`config.mk`:
```
export PLATFORM = sky130hd
export DESIGN_NAME = rc4_decryptor
export DESIGN_NICKNAME = d
export VERILOG_FILES = /design/src/rtl/rc4_pkg.sv /design/src/rtl/edge_detector.sv /design/src/rtl/rc4_decryptor.sv
export SDC_FILE = /design/constraint.sdc
export NUM_CORES = 1
export LEC_CHECK = 0
export CORE_ASPECT_RATIO = 1.1
export CORE_MARGIN = 8
export CORE_UTILIZATION = 45
export CTS_CLUSTER_DIAMETER = 40
export CTS_CLUSTER_SIZE = 20
export DETAILED_ROUTE_END_ITERATION = 16
export GPL_ROUTABILITY_DRIVEN = 1
export PLACE_DENSITY_LB_ADDON = 0.1
export SLEW_MARGIN = 15
export SYNTH_ARGS = -nofsm -noshare
export SYNTH_HDL_FRONTEND = slang
export SYNTH_SLANG_ARGS = --single-unit
```
`constraint.sdc`:
```
create_clock -name clk -period 3.6 [get_ports clk]
set_clock_uncertainty 0.2 [all_clocks]
set_input_delay 1.08 -clock clk [delete_from_list [all_inputs] [get_ports clk]]
set_output_delay 1.08 -clock clk [all_outputs]
set_load 0.01 [all_outputs]
```
`src/rtl/rc4_pkg.sv`:
```
// Shared definitions for the RC4 key-schedule blocks (shuffler and decryptor).
// Holds the decryptor state encoding and the default memory geometry.
package rc4_pkg;

  localparam int DEFAULT_RAM_WIDTH  = 8;   // S / message / result data width
  localparam int DEFAULT_RAM_LENGTH = 8;   // S address width (256 entries)
  localparam int DEFAULT_MSG_LENGTH = 32;  // message bytes per run

  typedef enum logic [3:0] {
    IDLE      = 4'd0,
    ISSUE_I   = 4'd1,
    WAIT_SI   = 4'd2,
    READ_SI   = 4'd3,
    WAIT_SJ   = 4'd4,
    READ_SJ   = 4'd5,
    WRITE_J   = 4'd6,
    ISSUE_F   = 4'd7,
    WAIT_F    = 4'd8,
    WRITE_OUT = 4'd9
  } dec_state_t;

endpackage

```
`src/rtl/edge_detector.sv`:
```
// Rising-edge detector for a level request.
// Ports:
//   clk   - clock
//   reset - synchronous active-high reset
//   sig   - level input
//   rise  - high for the cycle in which sig is high and was low last cycle
module edge_detector (
  input  logic clk,
  input  logic reset,
  input  logic sig,
  output logic rise
);

  logic sig_q;

  // Tracking the input during reset means a level that is already high when
  // reset releases is not mistaken for a fresh edge.
  always_ff @(posedge clk) begin
    if (reset) sig_q <= sig;
    else       sig_q <= sig;
  end

  assign rise = sig & ~sig_q & ~reset;

endmodule

```
`src/rtl/rc4_decryptor.sv`:
```
// RC4 PRGA decryptor working on an already-shuffled S memory.
// For each message byte k: i=i+1, j=j+S[i], swap S[i]/S[j],
// dec[k] = S[S[i]+S[j]] ^ enc[k]. Every memory-facing output is registered.
// Ports:
//   clk, reset                       - clock, synchronous active-high reset
//   start                            - level request, a run begins on its rising edge
//   finished                         - one-cycle pulse after the last result write
//   s_address/s_ram_in/s_write_enable, s_ram_out - S RAM (1-cycle read latency)
//   msg_address, msg_rom_out         - encrypted message ROM (1-cycle latency)
//   dec_ram_in, dec_write_enable     - result RAM, addressed by msg_address
//
// state     | meaning
// IDLE      | waiting for a start edge
// ISSUE_I   | advance i, present i on S address
// WAIT_SI   | S read latency
// READ_SI   | capture S[i], advance j, present j
// WAIT_SJ   | S read latency
// READ_SJ   | capture S[j], launch write S[i] <= S[j]
// WRITE_J   | launch write S[j] <= S[i]
// ISSUE_F   | present S[i]+S[j] and message index k
// WAIT_F    | S / ROM read latency
// WRITE_OUT | launch result write, next byte or finish
module rc4_decryptor
  import rc4_pkg::*;
#(
  parameter int RAM_WIDTH  = DEFAULT_RAM_WIDTH,
  parameter int RAM_LENGTH = DEFAULT_RAM_LENGTH,
  parameter int MSG_LENGTH = DEFAULT_MSG_LENGTH
) (
  input  logic                          clk,
  input  logic                          reset,
  input  logic                          start,
  output logic                          finished,
  input  logic [RAM_WIDTH-1:0]          s_ram_out,
  output logic [RAM_LENGTH-1:0]         s_address,
  output logic [RAM_WIDTH-1:0]          s_ram_in,
  output logic                          s_write_enable,
  input  logic [RAM_WIDTH-1:0]          msg_rom_out,
  output logic [$clog2(MSG_LENGTH)-1:0] msg_address,
  output logic [RAM_WIDTH-1:0]          dec_ram_in,
  output logic                          dec_write_enable
);

  localparam int KW = $clog2(MSG_LENGTH);
  localparam logic [KW-1:0] K_LAST = KW'(MSG_LENGTH - 1);

  dec_state_t state, next_state;

  logic [RAM_LENGTH-1:0] i, j;
  logic [KW-1:0]         k;
  logic [RAM_WIDTH-1:0]  si, sj;
  logic                  fin_pend;
  logic                  start_rise;
  logic                  last_byte;

  edge_detector u_start_edge (
    .clk   (clk),
    .reset (reset),
    .sig   (start),
    .rise  (start_rise)
  );

  assign last_byte = (k == K_LAST);

  always_ff @(posedge clk) begin
    if (reset) state <= IDLE;
    else       state <= next_state;
  end

  always_comb begin
    next_state = state;
    case (state)
      IDLE:      if (start_rise) next_state = ISSUE_I;
      ISSUE_I:   next_state = WAIT_SI;
      WAIT_SI:   next_state = READ_SI;
      READ_SI:   next_state = WAIT_SJ;
      WAIT_SJ:   next_state = READ_SJ;
      READ_SJ:   next_state = WRITE_J;
      WRITE_J:   next_state = ISSUE_F;
      ISSUE_F:   next_state = WAIT_F;
      WAIT_F:    next_state = WRITE_OUT;
      WRITE_OUT: next_state = last_byte ? IDLE : ISSUE_I;
      default:   next_state = IDLE;
    endcase
  end

  always_ff @(posedge clk) begin
    if (reset) begin
      i                <= '0;
      j                <= '0;
      k                <= '0;
      si               <= '0;
      sj               <= '0;
      s_address        <= '0;
      s_ram_in         <= '0;
      s_write_enable   <= 1'b0;
      msg_address      <= '0;
      dec_ram_in       <= '0;
      dec_write_enable <= 1'b0;
      fin_pend         <= 1'b0;
      finished         <= 1'b0;
    end else begin
      dec_write_enable <= 1'b0;
      fin_pend         <= 1'b0;
      // finished trails the final result strobe by one cycle, so it is
      // raised once that write has actually landed in the result RAM.
      finished         <= fin_pend;
      case (state)
        IDLE: begin
          if (start_rise) begin
            i <= '0;
            j <= '0;
            k <= '0;
          end
        end
        ISSUE_I: begin
          i              <= i + 1'b1;
          s_address      <= i + 1'b1;
          s_write_enable <= 1'b0;
        end
        READ_SI: begin
          si        <= s_ram_out;
          j         <= j + RAM_LENGTH'(s_ram_out);
          s_address <= j + RAM_LENGTH'(s_ram_out);
        end
        READ_SJ: begin
          sj             <= s_ram_out;
          s_address      <= i;
          s_ram_in       <= s_ram_out;
          s_write_enable <= 1'b1;
        end
        WRITE_J: begin
          // When i==j both writes hit the same address with the same value.
          s_address      <= j;
          s_ram_in       <= si;
          s_write_enable <= 1'b1;
        end
        ISSUE_F: begin
          s_address      <= RAM_LENGTH'(si + sj);
          msg_address    <= k;
          s_write_enable <= 1'b0;
        end
        WRITE_OUT: begin
          // msg_address keeps the old k, so the result lands at index k.
          dec_ram_in       <= s_ram_out ^ msg_rom_out;
          dec_write_enable <= 1'b1;
          if (last_byte) fin_pend <= 1'b1;
          else           k        <= k + 1'b1;
        end
        default: ;
      endcase
    end
  end

endmodule

```
After elaboration in Yosys (flattened, before gate mapping):

Cells that the tools add are included.
W data, S select, Z words.

* register bits: 75
* bits of input ports: 19

* add/sub/neg operators: 4
* equality and inequality tests: 12
* mux-type cells: 14
* bitwise operators: 6
* reductions and logical operators: 13

Operators with widths (number)
* $pmux W8 S2: 3
* $pmux W4 S10: 1
* $pmux W8 S5: 1
* $add A8 B8 Y8: 2
* $eq A4 B3 Y1 const B: 4
* $mux W5: 2
* $pmux W5 S2: 1
* $reduce_bool A2 Y1: 5
* $add A8 B1 Y8 const B: 1
* $eq A4 B2 Y1 const B: 2
* $eq A4 B4 Y1 const B: 2
* $mux W8: 1
* $xor A8 B8 Y8: 1
* $reduce_or A2 Y1: 3
* $add A5 B1 Y5 const B: 1
* $eq A5 B5 Y1 const B: 1
* $reduce_bool A5 Y1: 1
* $eq A4 B1 Y1 const B: 1
* $logic_not A4 Y1: 1
* $mux W4: 1
* $ne A2 B2 Y1 const B: 2
* $reduce_and A2 Y1: 2
* $mux W1: 3
* $not A1 Y1: 3
* 3 further kinds: 4

Depth between registers and ports, before layout:

Gate-level depths: netlist (run 1).

* word-level depth: 5
* depth in mapped cells: 7

Hierarchy:

A second synthesis (run 1) with hierarchy kept.

* cells, all modules: 487
* area total of the unflattened synthesis: 4011.3 µm²

Modules (own cells, without submodules)
* rc4_decryptor: instances 1, cells an instance 485, area an instance 3978.8 µm²
* edge_detector: instances 1, cells an instance 2, area an instance 32.5 µm²

Worst setup path before layout (run 1):

Ideal clock, no wire load.

* path type: input to register
* from: in s_ram_out[0]
* to: reg s_address[6]
* arrival time: 2.556 ns
* data required time: 3.272 ns
* path slack: 0.717 ns
* stages on the path: 7
* path buffers: 0
* cell sequence: ha_1 fa_1 a211oi_1 o21bai_1 a21oi_1 mux2i_1 a31oi_1

* longest elaborated chain between the ends: 2

Ends and longest elaborated chain
* start: declaration: line rc4_decryptor.sv:34 `input logic [RAM_WIDTH-1:0] s_ram_out,`
* $add A8 B8 Y8: line rc4_decryptor.sv:124 `s_address <= j + RAM_LENGTH'(s_ram_out);`
* $pmux W8 S5: line rc4_decryptor.sv:108 `case (state)`
* end signal: assignment: line rc4_decryptor.sv:118 `s_address <= i + 1'b1;`
* end signal: assignment: line rc4_decryptor.sv:124
* end signal: assignment: line rc4_decryptor.sv:128 `s_address <= i;`
* end: declaration: line rc4_decryptor.sv:35 `output logic [RAM_LENGTH-1:0] s_address,`

Every way passes these cells.
A chain may end at the register's enable or synchronous reset.

Final worst setup path (run 1):

Ends and elaborated chain as after synthesis.

==> flow_summary.json, run 1 <==
{
  "start_kind": "input port",
  "wl_per_cell_um": 16.3,
  "dpl-instance-area_um2": 4460,
  "setup_viol": 0,
  "clockBufferDepth": 2,
  "fmaxAchievable_mhz": 313,
  "final_antenna_net_count": 0,
  "grt_max_degree": 69,
  "final_layout_size_suffix_gt1_share_pct": 7.12,
  "switching_share_pct": 30.4,
  "synth_largest_area_cell": "dfxtp_1",
  "start_util_pct": 46.4,
  "rrSetupSlack_ns": 1.03,
  "syn_to_final_growth_pct": 19.1,
  "rsz0062_at_grt": "no",
  "post_cts_buffers": 0,
  "fill_cells": 812,
  "status": "finished clean",
  "power_frac_seq_pct": 50.3,
  "ios": 51,
  "drt_pass1_iterations": 5,
  "syn_area_um2": 3900,
  "die_x_um": 105,
  "drc": 0,
  "antennaDiodeCount": 0,
  "synth.most_common_cell": "nand2_1",
  "final_max_slew_viol_count": 0,
  "drt_iter0_markers": 225,
  "synth_top_area_share_pct": 38.5,
  "yosys-top-cells-count": "77 x nand2_1, 75 x dfxtp_1, 51 x a21oi_1",
  "final_area_um2": 4640,
  "cts_tree": "yes",
  "path_clk_slew_ns": 0.09,
  "cts_max_level": 3,
  "required_ns": 3.63,
  "grt_pass1_vias": 3307,
  "p_clk_share_pct": 34.9,
  "syn_area_per_cell_um2": 8.23,
  "final_nets": 553,
  "grt_usage_pct": 17.2,
  "clk_latency_ns": 0.35,
  "synth_area_leaders": "dfxtp_1 38%, nand2_1 7.4%, a21oi_1 6.5%",
  "fp-row-count": 35,
  "synth_nets": 512,
  "worst_pin_slew_ns": 0.803,
  "pwr-share-comb_pct": 14.7,
  "cap_violations": 0,
  "num_vias": 3545,
  "viasPerCell": 5.62,
  "synth_flop_cell": "dfxtp_1",
  "yosysSeqAreaShare_pct": 38.5,
  "ys_warn_count": 0,
  "place_hpwl_um": 7420,
  "cts_inserted_buffers": 9,
  "endpoint_kind": "register",
  "p_leak_nw": 1.69,
  "setup_tns_ns": 0,
  "critPathMaxStageDelay_ns": 0.44,
  "min_period_ns": 3.20,
  "synth-edff-count": 0,
  "power.density_nw_per_um2": 379,
  "ys_ff_latch": 75,
  "gp_congestion": 0.901,
  "synthCells": 474,
  "cp.arrival_ns": 3.23,
  "grt_pass1_wl_um": 16700,
  "cts_hold_buf": 0,
  "dieArea_um2": 11900,
  "ys_types": 65,
  "finalWirelength_um": 10300,
  "period_share_pct": 88.8,
  "cts_root_buffer": "clkbuf_8",
  "antenna_found_initial": 0,
  "crit_path_cell_trace": "clkdlybuf4s50_1 -> ha_1 -> fa_1 -> a211oi_1 -> o21bai_1 -> a21oi_1 -> mux2i_1 -> a31oi_1",
  "core_um2": 8410,
  "post_cts_resize_count": 0,
  "hold_path_class": "register to register",
  "hold_violations": 0,
  "intPower_mw": 1.22,
  "io_buffers": 50,
  "crit_slowest_cell": "clkdlybuf4s50_1",
  "max_slew_margin_pct": 46.4,
  "irDropWorstVdd_mv": 0.165,
  "critPathMaxFanout": 3,
  "synthArstFlopShare_pct": 0,
  "dieHeight_um": 114,
  "p_sw_mw": 0.534,
  "crit_type": "input port to register",
  "grt.overflow.total": 0,
  "cts_sinks": 75
}
-- flip-flops by register name, summed over array words and instances, names as in the netlist, 4 cells and up --
name         flops
s_ram_in         8
dec_ram_in       8
j                8
i                8
si               8
msg_address      5
k                5
state            4
sj               8
s_address        8
-- power groups by stage --
stage | combinational [mW] | sequential, mW | clock (mW)
6_report | 0.259 | 0.885 | 0.614
5_1_grt | 0.283 | 0.889 | 0.658
4_1_cts | 0.258 | 0.884 | 0.627
3_5_place_dp | 0.257 | 0.903 | 0
3_3_place_gp | 0.256 | 0.903 | 0
2_1_floorplan | 0.169 | 0.894 | 0
-- cell families (layout without fill, tap and decap cells) --
group | after synthesis | count (layout) | synth area share (%)
DFF | 75 | 75 | 38.5
xor gates and xnor gates | 22 | 22 | 4.94
and+or+nand+nor | 188 | 188 | 23.6
muxes | 2 | 2 | 0.545
adders and majority gates | 19 | 19 | 6.48
AOI/OAI and AO/OA | 137 | 137 | 22.2
buffers and inverters | 31 | 77 | 3.75
-- cells in the final DEF (no fill, tap or decap), types with 6 or more instances in the layout --
cell type and count:
o21ai_0 16, nor3_1 9, nor2b_1 7, ha_1 17, clkbuf_8 9, a31oi_1 15, clkdlybuf4s50_1 49, nor2_1 42
dfxtp_1 75, buf_4 8, a21o_1 8, xor2_1 8, a22oi_1 6, xnor2_1 14, nand3_1 12, and2_1 7
a21oi_1 51, nand2_1 77, a211oi_1 14
-- worst max-delay path: cells and delay by family --
kind,cells,cell delay (ns)
buffers and inverters,1,0.44
AOI/OAI and AO/OA,4,0.76
adders and majority gates,2,0.68
muxes,1,0.26
-- final cells by class --
type	count	area [um^2]	share of cell area, %
timing repair buffer	58	556	12.0
clock inverter	7	60.1	1.29
tap	111	139	2.99
clock buffer	9	124	2.67
multi-input combinational	368	2250	48.5
inverter	3	11.3	0.242
sequential	75	1500	32.3
-- per-stage QoR --
stage               hold slack (ns)  total power, mW  cells  utilization [%]  setup slack (ns)
floorplan                     0.214             1.06    474                -             0.717
global placement              0.219             1.16    615             53.1             0.108
detailed placement            0.227             1.16    615             53.1            0.0652
CTS                           0.248             1.77    631             55.2             0.426
global route                  0.270             1.83    631             55.2             0.298
finish                        0.243             1.76    631             55.2             0.402
-- path summary, 6_finish.rpt --
check                 end    startpoint  cells after the start
max          s_address[6]  s_ram_out[0]                      8
min              finished      fin_pend                      1
max reg2reg   s_ram_in[1]      state[1]                      5
min reg2reg      finished      fin_pend                      1
-- metal layers --
metal  routed length (um)  part of all wire [%]  up-vias  GRT usage (%)
met1                 4780                    46     1655           21.3
met3                  439                   4.3       16           3.05
met5                    0                     0        -              0
li1                     -                     -     1783              -
met4                  163                   1.6        0           7.14
met2                 4910                    48       91           28.7
Note: power is estimated with default switching activity, not from simulation.
==> inputs of run 2 (changes only) <==
--- a/config.mk
+++ b/config.mk
@@ -5,7 +5,7 @@
 export SDC_FILE = /design/constraint.sdc
 export NUM_CORES = 1
 export LEC_CHECK = 0
-export CORE_ASPECT_RATIO = 1.1
+export CORE_ASPECT_RATIO = 0.7
 export CORE_MARGIN = 8
 export CORE_UTILIZATION = 45
 export CTS_CLUSTER_DIAMETER = 40
==> constraint.sdc (replaced) <==
create_clock -name clk -period 3.45 [get_ports clk]
set_clock_uncertainty 0.2 [all_clocks]
set_input_delay 1.035 -clock clk [delete_from_list [all_inputs] [get_ports clk]]
set_output_delay 1.035 -clock clk [all_outputs]
set_load 0.01 [all_outputs]
==> run 2 against run 1 <==
Cell area rose by 4.1%; worst hold slack got worse by 0.012 ns; largest power group is now the clock network; combinational power rose by 8.9%; final cell count rose by 2.9%; largest cell class unchanged; critical endpoint is now j[6].
==> flow_summary.json, run 2 (synthesis gave the netlist of run 1 again) <==
{
  "grtUsageMet1_pct": 28.3,
  "grt.overflow.total": 0,
  "power_mw": 2.15,
  "path_depth": 8,
  "finalWirelength_um": 11200,
  "hold_path_class": "register to register",
  "required_ns": 3.44,
  "rrSetupSlack_ns": 0.95,
  "hold_ws_ns": 0.232,
  "dpl_worst_slack_ns": -0.0112,
  "p_leak_nw": 1.80,
  "cp_common_cell": "a21oi_1",
  "num_vias": 3639,
  "grt_usage_pct": 19.1,
  "final_nets": 562,
  "dieHeight_um": 93.9,
  "start_util_pct": 46.2,
  "fmaxAchievable_mhz": 319,
  "cp-endpoint": "j[6]",
  "cts_inserted_buffers": 9,
  "min_period_ns": 3.14,
  "worst_pin_slew_ns": 0.793,
  "endpoint_kind": "register",
  "path_clk_slew_ns": 0.06,
  "place_hpwl_um": 8140,
  "critPathMaxFanout": 2,
  "dieArea_um2": 12000,
  "mostFrequentLayoutCells": "77 x nand2_1, 75 x dfxtp_1, 51 x a21oi_1",
  "cts_hold_buf": 0,
  "grt_max_degree": 69,
  "final_max_slew_viol_count": 0,
  "cts_root_buffer": "clkbuf_16",
  "crit_start": "s_ram_out[0]",
  "crit_type": "input port to register",
  "cap_violations": 0,
  "post_cts_resize_count": 0,
  "met3_usage_pct": 6.35,
  "cts_sinks": 75,
  "grt_pass1_vias": 3215,
  "max_slew_margin_pct": 47.0,
  "setup_tns_ns": 0,
  "fill_cells": 790,
  "use_met2_pct": 25.2,
  "die_x_um": 127,
  "wl_per_cell_um": 17.2,
  "antennaDiodeCount": 0,
  "syn_to_final_growth_pct": 23.9,
  "fp-row-count": 28,
  "period_share_pct": 91.0,
  "core_um2": 8440,
  "hold_violations": 0,
  "final_common_cell": "nand2_1",
  "final_antenna_net_count": 0,
  "antenna_found_initial": 0,
  "gp_congestion": 0.935,
  "crit_path_cell_trace": "clkdlybuf4s50_1 -> ha_1 -> fa_1 -> a211oi_1 -> o21bai_1 -> a21oi_1 -> mux2i_1 -> a21oi_1",
  "status": "finished clean",
  "setup_viol": 0,
  "viasPerCell": 5.61,
  "drc": 0,
  "crit_family": "compound AO/OA/AOI/OAI gates",
  "start_kind": "input port",
  "ios": 51,
  "ff2ff_path_depth": 5,
  "drt_iter0_markers": 341,
  "cts_max_level": 3,
  "critPathMaxStageDelay_ns": 0.48,
  "grt_pass1_wl_um": 17800,
  "clockBufferDepth": 2,
  "rsz0062_at_grt": "no",
  "top_usage_layer": "met1",
  "r2r-end": "s_ram_in[5]",
  "post_cts_buffers": 0,
  "final_layout_size_suffix_gt1_share_pct": 8.51,
  "drt_pass1_iterations": 5,
  "timing.final.ws_setup_ns": 0.312,
  "crit_buf_inv": 1,
  "clk_latency_ns": 0.34,
  "irDropWorstVdd_mv": 0.385,
  "crit_slowest_cell": "clkdlybuf4s50_1",
  "cp.arrival_ns": 3.13,
  "power.density_nw_per_um2": 444,
  "io_buffers": 50,
  "cts_tree": "yes",
  "r2r-start": "state[1]"
}
[run 2: layout make-up]
class	count	area [um^2]	area share [%]
Clock buffer	11	243	5.02
Clock inverter	5	52.6	1.09
Inverter	3	11.3	0.233
Multi-Input combinational cell	368	2250	46.6
Sequential cell	75	1500	31.1
Tap cell	120	150	3.11
Timing Repair Buffer	67	623	12.9
[run 2: report_power, final]
group	switching, mW	internal, mW	leakage (nW)
Combinational	0.160	0.122	1.05
Clock	0.363	0.576	0.145
Sequential	0.0324	0.892	0.605
Total	0.556	1.59	1.80
[run 2: how the worst min path moves through the flow]
| stage | start | end | slack, ns | cells past startpoint |
|---|---|---|---|---|
| 6_report | fin_pend | finished | 0.23 | 1 |
| 5_1_grt | fin_pend | finished | 0.27 | 1 |
| 4_1_cts | fin_pend | finished | 0.24 | 1 |
| 3_5_place_dp | fin_pend | finished | 0.22 | 1 |
| 3_3_place_gp | fin_pend | finished | 0.22 | 1 |
| 2_1_floorplan | fin_pend | finished | 0.21 | 1 |
[run 2: per-stage QoR]
step / instance area (um^2) / utilization [%] / instances
after detailed placement: 4540 / 53.8 / 633
after global placement: 4540 / 53.8 / 633
after CTS: 4830 / 57.3 / 649
final: 4830 / 57.3 / 649
after global routing: 4830 / 57.3 / 649
after floorplan: 3900 / - / 474
[run 2: per-layer routing]
metal,wire length [um],part of all wire [%],vias up
met2,4420,40,137
met1,5680,51,1695
met5,0,0,-
met4,97,0.87,0
li1,-,-,1797
met3,978,8.8,10
